==> src/rtl/adder_arbiter.sv <==
// Round-robin arbiter sharing one registered n+1-bit adder among NREQ requesters.
// Optional signed-overflow output rsp_ovf is enabled by defining ADDER_ARB_OVF_EN.
module adder_arbiter #(
  parameter int n    = 32,
  parameter int NREQ = 4,
  parameter int IDW  = $clog2(NREQ)
) (
  input  logic              clk,
  input  logic              rst_n,
  input  logic [NREQ-1:0]   req_valid,
  input  logic [NREQ*n-1:0] req_a,
  input  logic [NREQ*n-1:0] req_b,
  input  logic [NREQ-1:0]   req_cin,
  output logic [NREQ-1:0]   req_ready,
  output logic              rsp_valid,
  output logic [IDW-1:0]    rsp_id,
  output logic [n-1:0]      rsp_y,
  output logic              rsp_cout,
`ifdef ADDER_ARB_OVF_EN
  output logic              rsp_ovf,
`endif
  input  logic              rsp_ready
);

  typedef enum logic {EMPTY, FULL} state_t;

  state_t         state;
  logic [IDW-1:0] ptr;
  logic           slot_free;
  logic           grant_found;
  logic [IDW-1:0] grant_idx;
  logic [IDW:0]   scan_idx;
  logic           transfer;
  logic [n-1:0]   a_sel;
  logic [n-1:0]   b_sel;
  logic           cin_sel;
  logic [n:0]     sum;
`ifdef ADDER_ARB_OVF_EN
  logic           ovf;
`endif

  assign rsp_valid = (state == FULL);
  assign slot_free = (state == EMPTY) || rsp_ready;

  // Scan requesters starting at the round-robin pointer, wrapping at NREQ-1.
  always_comb begin
    grant_found = 1'b0;
    grant_idx   = '0;
    scan_idx    = '0;
    for (int k = 0; k < NREQ; k++) begin
      scan_idx = {1'b0, ptr} + (IDW+1)'(k);
      if (scan_idx >= (IDW+1)'(NREQ))
        scan_idx = scan_idx - (IDW+1)'(NREQ);
      if (!grant_found && req_valid[scan_idx[IDW-1:0]]) begin
        grant_found = 1'b1;
        grant_idx   = scan_idx[IDW-1:0];
      end
    end
  end

  assign transfer  = rst_n && slot_free && grant_found;
  assign req_ready = transfer ? (NREQ'(1) << grant_idx) : '0;

  assign a_sel   = req_a[grant_idx*n +: n];
  assign b_sel   = req_b[grant_idx*n +: n];
  assign cin_sel = req_cin[grant_idx];
  assign sum     = {1'b0, a_sel} + {1'b0, b_sel} + {{n{1'b0}}, cin_sel};
`ifdef ADDER_ARB_OVF_EN
  assign ovf     = (a_sel[n-1] == b_sel[n-1]) && (sum[n-1] != a_sel[n-1]);
`endif

  // Output stage: reload on a transfer, drain to EMPTY when consumed without a new grant.
  always_ff @(posedge clk or negedge rst_n) begin
    if (!rst_n) begin
      state    <= EMPTY;
      ptr      <= '0;
      rsp_id   <= '0;
      rsp_y    <= '0;
      rsp_cout <= 1'b0;
`ifdef ADDER_ARB_OVF_EN
      rsp_ovf  <= 1'b0;
`endif
    end else if (slot_free) begin
      if (transfer) begin
        state    <= FULL;
        rsp_id   <= grant_idx;
        rsp_y    <= sum[n-1:0];
        rsp_cout <= sum[n];
`ifdef ADDER_ARB_OVF_EN
        rsp_ovf  <= ovf;
`endif
        ptr      <= (grant_idx == IDW'(NREQ-1)) ? '0 : grant_idx + 1'b1;
      end else begin
        state <= EMPTY;
      end
    end
  end

endmodule
==> config.mk <==
export PLATFORM = sky130hd
export DESIGN_NAME = adder_arbiter
export DESIGN_NICKNAME = d
export VERILOG_FILES = /design/src/rtl/adder_arbiter.sv
export SDC_FILE = /design/constraint.sdc
export NUM_CORES = 1
export LEC_CHECK = 0
export BUFFER_PORTS_ARGS = -buffer_cell sky130_fd_sc_hd__buf_2
export CAP_MARGIN = 20
export CORE_MARGIN = 4
export CORE_UTILIZATION = 43
export CTS_BUF_LIST = sky130_fd_sc_hd__clkbuf_8
export CTS_CLUSTER_DIAMETER = 150
export DETAILED_ROUTE_END_ITERATION = 8
export PLACE_DENSITY = 0.78
export REMOVE_ABC_BUFFERS = 1
export SYNTH_ARGS = -nofsm -noshare
export SYNTH_HDL_FRONTEND = slang
export SYNTH_SLANG_ARGS = --single-unit
==> constraint.sdc <==
create_clock -name clk -period 4.3 [get_ports clk]
set_input_delay 0.645 -clock clk [delete_from_list [all_inputs] [get_ports clk]]
set_output_delay 0.645 -clock clk [all_outputs]
set_load 0.03 [all_outputs]
==> metrics.yaml, run 1 <==
floorplanning:
  start_util_pct: 44.6
  dieArea_sq_um: 14500
  io_pins: 307
  die_h_um: 120
  die_x_um: 120
  design.core.area_sq_um: 12200
  num_rows: 40
placement:
  dp_hpwl_um: 15900
  place.gp.congestion: 0.916
  post-place-ws_ns: -0.142
  port_buffers: 306
worst_setup_path:
  crit_chain: "buf_2 > or4_4 > and2_4 > inv_4 > buf_12 > nand2_1 > and3_1 > a31oi_1 > ha_1 > nand3_2 > nor3b_1 > nor3_1 > buf_4 > a2111oi_4 > o21ai_0 > a21o_1 > a31o_1"
  worstSetupStartpoint: "req_valid[2]"
  cp.arrival_ns: 4.25
  worstPathRequired_ns: 4.50
  path_buf_inv: 4
  cp_slowest_cell: "or4_4"
  critical_path_class: "in2reg"
  max_stage_delay_ns: 0.53
  r2r-start: "ptr[1]"
  cp-end-kind: "flip-flop"
  crit_path_start_kind: "primary input"
  path_delay_family: "simple AND/OR/NAND/NOR gates"
  crit_fanout: 70
detailed_routing:
  num_vias: 7193
  routed_wl_um: 19300
  dr.pass1.iters: 5
  post_drt_wl_per_cell_um: 14.2
  vias_per_cell: 5.29
  ant_nets: 0
  drc: 0
  drt_iter0_markers: 311
sta:
  hold_slack_ns: 0.275
  drv_slew: 0
  min_period_over_period_pct: 94.4
  post-route-min-period_ns: 4.06
  rsz0062_at_grt: "no"
  hold_viol_final: 0
  skew_ns: 0.00418
  final.setup.worst_slack_ns: 0.243
  fmax_mhz: 246
  relSlewSlack_pct: 49.3
  worstMarginPinSlew_ns: 0.761
  setup_tns_ns: 0
  finalSetupViolCount: 0
clocking:
  cts_sinks: 38
  clk_pin_slew_worst_paths_ns: 0.09
  htreeDepth: 2
  numCtsBuffers: 5
  clkLatencyLatePin_ns: 0.30
  ctsHoldBuffers: 0
  tritoncts: "built"
  clockBufferDepth: 2
  cts_root_buffer: "clkbuf_8"
layout:
  nFillCells: 1189
  antenna_cells: 0
  area_growth_syn_to_layout_pct: 41.7
  drive_gt1_share_pct: 35.2
  final_net_count: 1495
  finish.utilization_pct: 63.1
grt:
  met3_usage_pct: 4.02
  overflow: 0
  grt_util_met2_pct: 45.4
  antenna_found_initial: 0
  grt_pass1_vias: 6767
  grt_usage_pct: 25.4
  grt_pass1_wl_um: 31100
  grt_max_degree: 71
  grt.met1_usage_pct: 33.2
  grt.busiest_layer: "met2"
pwr:
  leakage_nw: 4.13
  power_mw: 7.25
  vdd_drop_max_mv: 0.379
  cellPowerDensity_nw_per_um2: 944
yosys:
  syn-cell-area_sq_um: 5420
  synth_cells: 854
  synth.distinct_cells: 67
  seq_area_frac_synth_pct: 17.5
  post_synth.cell_area_avg_sq_um: 6.35
  synth_warnings: 0
  synth_area_leader_cell: "nand2_1"
  synth.area.top_cells: "nand2_1 22%, dfrtp_1 18%, ha_1 8.1%, and3_1 7.7%, a31oi_1 7.6%"
  synth_top_area_share_pct: 22.4
  synth_edf_count: 0
  synth-seq-cells: 38
  ys.flop_type: "dfrtp_1"
  synthArstFlopShare_pct: 100
job:
  max_cap_violations: 0
run_status:
  status: "completed"
min_path:
  hold_path_class: "in2async"
[timing repair]
item,in CTS,in global routing
gates resized for setup,0,9
buffers inserted,0,0
endpoints found under the setup margin,0,14
[cells by family (layout without fill, tap and decap cells)]
| kind of cell | count (synthesis) | in the layout | share of synthesized area (%) |
|---|---|---|---|
| AOI/OAI and AO/OA | 211 | 211 | 25.4 |
| xor gates and xnor gates | 22 | 22 | 3.56 |
| adders and majority gates | 37 | 37 | 8.82 |
| buffers and inverters | 74 | 412 | 6.51 |
| DFF | 38 | 38 | 17.5 |
| muxes | 1 | 1 | 0.185 |
| and+or+nand+nor | 471 | 471 | 38.0 |
[final cells by class]
class                   instances  area, sq um  area share [%]
inverters                      15         58.8           0.766
multi-input cells             742         4160            54.2
repair buffers                389         2200            28.7
flip-flops and latches         38          952            12.4
well taps                     168          210            2.74
clock buffers                   6         82.6            1.08
clock inverters                 2         12.5           0.163
[synthesized netlist by cell type (2+ instances only)]
cell and n:
inv_1 13, a211oi_1 5, a2bb2oi_1 2, and2_1 7, clkbuf_1 31, ha_1 35
o41ai_1 2, nor3_1 8, a211o_1 3, o22a_1 2, xor2_1 14, buf_4 3
buf_6 5, o21ai_0 43, nand3_1 11, a31oi_1 66, and3_1 67, nor2_1 29
or2_2 2, o21a_1 5, o211ai_1 3, dfrtp_1 38, buf_2 20, nor3b_1 3
fa_1 2, xnor2_1 8, o31ai_1 7, nand2b_1 3, nand4_1 6, a31o_2 2
nor2b_1 3, nand2_1 324, o221ai_1 2, o21bai_1 3, a21oi_1 31, o21ai_1 6
a21o_1 9, a21boi_0 2
[sequential cells by signal (all words and copies together) (netlist names)]
register,flops
ptr,2
rsp_cout,1
rsp_id,2
rsp_valid,1
rsp_y,32
[placed cells by master, fill, tap and decap left out, types with 8 or more instances in the layout]
cell / Yosys / routed
inv_1: 13 / 13
nor2_1: 29 / 29
a21o_1: 9 / 9
and3_1: 67 / 67
o21ai_1: 6 / 8
o21ai_0: 43 / 40
buf_4: 3 / 79
ha_1: 35 / 35
a31oi_1: 66 / 66
buf_2: 20 / 306
nand2_1: 324 / 324
xnor2_1: 8 / 8
a21oi_1: 31 / 29
dfrtp_1: 38 / 37
nand3_1: 11 / 10
xor2_1: 14 / 14
[stage by stage]
stage | instance area, sq um | cells
final | 7680 | 1360
after global routing | 7680 | 1360
after CTS | 7660 | 1360
after detailed placement | 7570 | 1352
after global placement | 7570 | 1352
after floorplan | 5120 | 795
[where the power goes]
group,switching (mW),total [mW],internal (mW)
combinational,3.54,6.34,2.80
sequential,0.0988,0.637,0.539
clock,0.144,0.273,0.129
total,3.78,7.25,3.47
[routing by layer]
layer | wire (um) | up-vias
met5 | 0 | -
met4 | 155 | 0
met3 | 1400 | 17
met2 | 9490 | 258
met1 | 8260 | 3260
li1 | - | 3658
[worst paths after layout]
path | end | slack (ns) | cells past startpoint
max in group asynchronous | rsp_y[6] | 3.32 | 2
setup / recovery | rsp_y[24] | 0.24 | 17
setup reg to reg | rsp_y[29] | 0.30 | 15
min in group clk | rsp_y[9] | 0.48 | 2
hold reg to reg | rsp_y[9] | 0.48 | 2
hold / removal | rsp_id[0] | 0.28 | 1
No activity file was read; power rests on OpenSTA's default activity.
==> run 2, diff against run 1 <==
==> constraint.sdc (replaced) <==
create_clock -name clk -period 5.2 [get_ports clk]
set_input_delay 0.78 -clock clk [delete_from_list [all_inputs] [get_ports clk]]
set_output_delay 0.78 -clock clk [all_outputs]
set_load 0.03 [all_outputs]
==> run 2 against run 1 <==
Against the previous run:
- worst setup slack better by 0.48 ns
- final cell count is 5.3% lower
- power is 29% lower
- critical path type unchanged
- largest cell class unchanged
==> metrics.yaml, run 2 (synthesis gave the netlist of run 1 again) <==
worst_setup_path:
  timing.rr.end: "rsp_y[23]"
  worstSetupStartpoint: "req_valid[2]"
  r2r-start: "ptr[1]"
  cp-end-kind: "flip-flop"
  worstPathRequired_ns: 5.39  # +0.89 ns
  critical_path_class: "in2reg"
  reg2reg_slack_ns: 0.88  # +0.58 ns
  r2r_cells: 15  # unchanged
  cp.arrival_ns: 4.67  # +0.42 ns
  crit_end: "rsp_y[24]"
  crit_fanout: 31  # -56%
  crit_path_start_kind: "primary input"
layout:
  largest_reg_flops: 32  # unchanged
  top_regs: "rsp_y: 32 flops, ptr: 2 flops, rsp_id: 2 flops"
  final_area_sq_um: 7070  # -7.9%
  layout_commonest_cell: "nand2_1"
  drive_gt1_share_pct: 30.4  # -4.8 points
  area_growth_syn_to_layout_pct: 30.5
  final_net_count: 1424  # -4.7%
  most-common-layout-cells: "324 x nand2_1, 306 x buf_2, 67 x and3_1, 66 x a31oi_1, 43 x o21ai_0"
  final-instance-count-excl-fill: 1288  # -5.3%
  antenna_cells: 0  # unchanged
  top_register: "rsp_y"
pwr:
  vdd_drop_max_mv: 0.300  # -21%
  cellPowerDensity_nw_per_um2: 732  # -22%
  power_mw: 5.18  # -29%
  leakage_nw: 3.78  # -8.5%
job:
  max_cap_violations: 0  # unchanged
detailed_routing:
  drc: 0  # unchanged
  vias_per_cell: 5.44  # +2.8%
  num_vias: 7004  # -2.6%
  dr.pass1.iters: 5  # unchanged
  ant_nets: 0  # unchanged
  drt_iter0_markers: 474  # +52%
  routed_wl_um: 19200  # -0.84%
  post_drt_wl_per_cell_um: 14.9  # +4.7%
floorplanning:
  num_rows: 40  # unchanged
  die_x_um: 120  # unchanged
  die_h_um: 120  # unchanged
  design.core.area_sq_um: 12200  # unchanged
  dieArea_sq_um: 14500  # unchanged
  start_util_pct: 44.6  # unchanged
  io_pins: 307  # unchanged
sta:
  min_period_over_period_pct: 86.2
  finalSetupViolCount: 0  # unchanged
  hold_viol_final: 0  # unchanged
  post-route-min-period_ns: 4.48
  drv_slew: 0  # unchanged
  fmax_mhz: 223
  worstMarginPinSlew_ns: 0.818  # +0.0568 ns
  skew_ns: 0.0125  # +0.00835 ns
  rsz0062_at_grt: "no"
  relSlewSlack_pct: 45.4  # -3.9 points
placement:
  numPlacedInstances: 1281  # -5.3%
  place.gp.congestion: 0.948  # +3.6%
  port_buffers: 306  # unchanged
  dp_hpwl_um: 15300  # -3.8%
  place_area_sq_um: 7000  # -7.5%
clocking:
  tritoncts: "built"
  clkLatencyLatePin_ns: 0.29  # about the same
  ctsResizeCount: 0  # unchanged
  htreeDepth: 2  # unchanged
  numCtsBuffers: 5  # unchanged
  cts_root_buffer: "clkbuf_8"
  ctsHoldBuffers: 0  # unchanged
  clk_pin_slew_worst_paths_ns: 0.09  # about the same
  cts_setup_buffers: 0  # unchanged
  clockBufferDepth: 2  # unchanged
  cts_sinks: 38  # unchanged
grt:
  antenna_found_initial: 1  # +1
  grt_usage_pct: 24.8  # -0.61 points
  grt_pass1_vias: 6404  # -5.4%
  overflow: 0  # unchanged
  grt_pass1_wl_um: 30000  # -3.8%
  grt_max_degree: 79  # +11%
min_path:
  hold_path_class: "reg2reg"
  hold_start: "rsp_y[3]"
run_status:
  status: "completed"
==> run 2: changes by cell type in the layout (fill, tap and decap cells not counted), sizes merged <==
cell | before | now
buf | 389 | 318
clkbuf | 6 | 5
clkinvlp | 1 | 0
inv | 15 | 16
==> run 2: through the flow <==
stage	setup TNS [ns]	setup WS [ns]	hold slack [ns]	utilization, %
detailed placement	0	0.427	0.461	57.5
CTS	0	0.728	0.481	58.1
global placement	0	0.576	0.456	57.5
global route	0	0.398	0.500	58.1
floorplan	-84.73	-2.97	0.484	-
finish	0	0.718	0.477	58.1
==> run 2: report_power, final <==
| group | total [mW] | switching, mW | internal, mW | leakage, nW |
|---|---|---|---|---|
| clock network | 0.201 | 0.112 | 0.0889 | 0.0466 |
| registers | 0.521 | 0.0768 | 0.445 | 0.465 |
| logic | 4.45 | 2.78 | 1.68 | 3.27 |
| total | 5.18 | 2.96 | 2.21 | 3.78 |
==> run 2: final cells by class <==
cell class	count	area [sq um]
fill	1250	5090
multi-input combinational	742	4140
timing repair buffer	318	1630
sequential	38	951
tap	168	210
clock buffer	5	68.8
inverter	15	57.6
clock inverter	2	7.51
==> run 2: how the worst min path moves through the flow <==
stage                endpoint  slack [ns]  cells past startpoint
global route         rsp_y[0]        0.50                      2
detailed placement   rsp_y[9]        0.46                      2
floorplan              ptr[0]        0.48                      0
CTS                  rsp_y[9]        0.48                      2
global placement    rsp_id[0]        0.46                      2
finish               rsp_y[3]        0.48                      2
==> run 2: layer usage <==
layer / vias up / wire length (um) / GRT usage, %
met5: - / 13 / 0
met4: 2 / 425 / 6.87
met3: 34 / 1600 / 3.88
met2: 312 / 9120 / 42.7
met1: 3142 / 8000 / 32.4
li1: 3514 / - / -
==> run 2: critical path, stage by stage <==
cell	delay (ns)
buf_2	0.12
or4_4	0.56
and2_4	0.23
clkinv_2	0.12
buf_4	0.32
nand2_1	0.09
and3_1	0.18
a31oi_1	0.28
fa_1	0.28
a21oi_1	0.10
o21ai_1	0.32
nand3_1	0.20
a2111oi_4	0.49
o21ai_0	0.18
a21o_1	0.21
a31o_1	0.20
==> run 3, diff against run 2 <==
--- a/config.mk
+++ b/config.mk
@@ -13,7 +13,6 @@
 export CTS_CLUSTER_DIAMETER = 150
 export DETAILED_ROUTE_END_ITERATION = 8
 export PLACE_DENSITY = 0.78
-export REMOVE_ABC_BUFFERS = 1
 export SYNTH_ARGS = -nofsm -noshare
 export SYNTH_HDL_FRONTEND = slang
 export SYNTH_SLANG_ARGS = --single-unit
==> run 3 against run 2 <==
Against the previous run:
- global-route usage is 3.0 points higher
- design area increased by 1.7%
- largest cell class unchanged
- critical path type unchanged
- clock skew is 0.00087 ns higher
==> metrics.yaml, run 3 (synthesis gave the netlist of run 1 again) <==
run_status:
  status: "completed"
layout:
  area_growth_syn_to_layout_pct: 32.7
  layout_commonest_cell: "nand2_1"
  drive_gt1_share_pct: 30.7  # +0.30 points
  top_regs: "rsp_y: 32 flops, ptr: 2 flops, rsp_id: 2 flops"
  largest_reg_flops: 32  # unchanged
  nFillCells: 1224  # -2.1%
  most-common-layout-cells: "324 x nand2_1, 306 x buf_2, 67 x and3_1, 66 x a31oi_1, 43 x o21ai_0"
  final_net_count: 1425  # +0.070%
  top_register: "rsp_y"
  final_area_sq_um: 7190  # +1.7%
  final-instance-count-excl-fill: 1291  # +0.23%
grt:
  overflow: 0  # unchanged
  grt_pass1_wl_um: 33300  # +11%
  antenna_found_initial: 1  # unchanged
  grt_usage_pct: 27.8  # +3.0 points
  grt_max_degree: 123  # +56%
  grt_pass1_vias: 6669  # +4.1%
pwr:
  p_seq_share_pct: 9.5  # -0.6 points
  cellPowerDensity_nw_per_um2: 773  # +5.7%
  clock_power_share_pct: 5.4  # +1.5 points
  power_switching_mw: 3.18  # +7.2%
  combPwrFrac_pct: 85.1  # -0.9 points
  switching_share_pct: 57.1  # -0.17 points
  vdd_drop_max_mv: 0.310  # +3.4%
  p_int_mw: 2.39  # +7.9%
  leakage_nw: 3.82  # +1.2%
sta:
  rsz0062_at_grt: "no"
  post-route-min-period_ns: 4.47  # -0.0119 ns
  worstMarginPinSlew_ns: 0.722  # -0.0954 ns
  finalSetupViolCount: 0  # unchanged
  hold_viol_final: 0  # unchanged
  skew_ns: 0.0134  # +0.000871 ns
  drv_slew: 0  # unchanged
  final.setup.worst_slack_ns: 0.730  # +0.0119 ns
  hold_slack_ns: 0.430  # -0.0477 ns
  relSlewSlack_pct: 51.8  # +6.4 points
  fmax_mhz: 224  # +0.27%
  setup_tns_ns: 0  # unchanged
  min_period_over_period_pct: 86.0  # -0.23 points
floorplanning:
  die_x_um: 120  # unchanged
  dieArea_sq_um: 14500  # unchanged
  die_h_um: 120  # unchanged
  start_util_pct: 44.6  # unchanged
  design.core.area_sq_um: 12200  # unchanged
  io_pins: 307  # unchanged
  num_rows: 40  # unchanged
clocking:
  clockBufferDepth: 2  # unchanged
  cts_sinks: 38  # unchanged
  numCtsBuffers: 5  # unchanged
  ctsResizeCount: 0  # unchanged
  clk_pin_slew_worst_paths_ns: 0.08  # about the same
  clkLatencyLatePin_ns: 0.29  # about the same
  cts_setup_buffers: 0  # unchanged
  cts_root_buffer: "clkbuf_8"
  ctsHoldBuffers: 0  # unchanged
  htreeDepth: 2  # unchanged
  tritoncts: "built"
placement:
  port_buffers: 306  # unchanged
  numPlacedInstances: 1282  # +0.078%
  post-place-ws_ns: 0.523  # +0.0956 ns
  place_area_sq_um: 7050  # +0.84%
  place.gp.congestion: 0.988  # +4.2%
  dp_hpwl_um: 17600  # +15%
worst_setup_path:
  critical_path_class: "in2reg"
  cp.arrival_ns: 4.68  # about the same
  crit_path_start_kind: "primary input"
  worstPathRequired_ns: 5.41  # +0.02 ns
  cp-end-kind: "flip-flop"
  crit_fanout: 122  # +290%
detailed_routing:
  vias_per_cell: 5.53  # +1.6%
  num_vias: 7134  # +1.9%
  dr.pass1.iters: 6  # +1
  ant_nets: 0  # unchanged
  post_drt_wl_per_cell_um: 16.5  # +11%
  drt_iter0_markers: 567  # +20%
  routed_wl_um: 21300  # +11%
  drc: 0  # unchanged
yosys:
  synth_fp_nets: 1158
min_path:
  hold_path_class: "in2async"
job:
  max_cap_violations: 0  # unchanged
-- run 3: changes by cell type in the layout (fill, tap and decap cells not counted) --
cell	before	now
inv_1	15	13
clkinv_2	1	0
buf_4	11	8
inv_4	0	1
clkinv_4	0	1
diode_2	0	1
buf_12	1	5
bufinv_16	0	2
-- run 3: per-layer routing --
layer	GRT usage, %	vias to the layer above	part of all wire (%)
met2	43.9	321	45
li1	-	3520	-
met1	39.7	3261	44
met5	0	-	0
met3	5.38	32	9.0
met4	5.88	0	2.1
-- run 3: worst paths after layout --
kind,startpoint,to,slack (ns),cells past startpoint
hold reg to reg,rsp_y[2],rsp_y[2],0.47,2
min in group clk,rsp_y[2],rsp_y[2],0.47,2
max in group asynchronous,rst_n,rsp_y[13],4.14,2
setup reg to reg,ptr[1],rsp_y[23],0.81,15
setup / recovery,req_valid[0],rsp_y[23],0.73,17
hold / removal,rst_n,ptr[0],0.43,1
-- run 3: layout make-up --
class / count / area [sq um] / area share (%)
Sequential cell: 38 / 951 / 13.2
Inverter: 15 / 58.8 / 0.817
Tap cell: 168 / 210 / 2.92
Clock buffer: 5 / 68.8 / 0.957
Antenna cell: 1 / 2.50 / 0.0348
Multi-Input combinational cell: 742 / 4140 / 57.6
Clock inverter: 3 / 68.8 / 0.957
Timing Repair Buffer: 319 / 1690 / 23.5
-- run 3: per-stage QoR --
step / util, % / power, mW
3_3_place_gp: 58.0 / 5.13
5_1_grt: 59.2 / 6.08
3_5_place_dp: 58.0 / 5.17
4_1_cts: 59.1 / 5.50
2_1_floorplan: - / 3.95
6_report: 59.2 / 5.56
-- run 3: power by group through the flow --
stage | sequential [mW] | clock (mW) | combinational [mW]
after floorplan | 0.779 | 0 | 3.17
after global placement | 0.529 | 0 | 4.60
after detailed placement | 0.535 | 0 | 4.64
after CTS | 0.530 | 0.302 | 4.66
after global routing | 0.551 | 0.313 | 5.22
final | 0.531 | 0.300 | 4.73
-- run 3: critical path, stage by stage --
cell,delay [ns]
buf_2,0.13
nand2_1,0.06
o21ai_0,0.09
a221oi_2,0.30
and2_4,0.32
buf_12,0.38
nand2_1,0.10
and3_1,0.18
a31oi_1,0.23
ha_1,0.35
o21ai_1,0.28
a2111oi_2,0.11
o21ai_1,0.18
a21oi_2,0.13
nor3_1,0.55
o211ai_1,0.21
a31oi_1,0.21
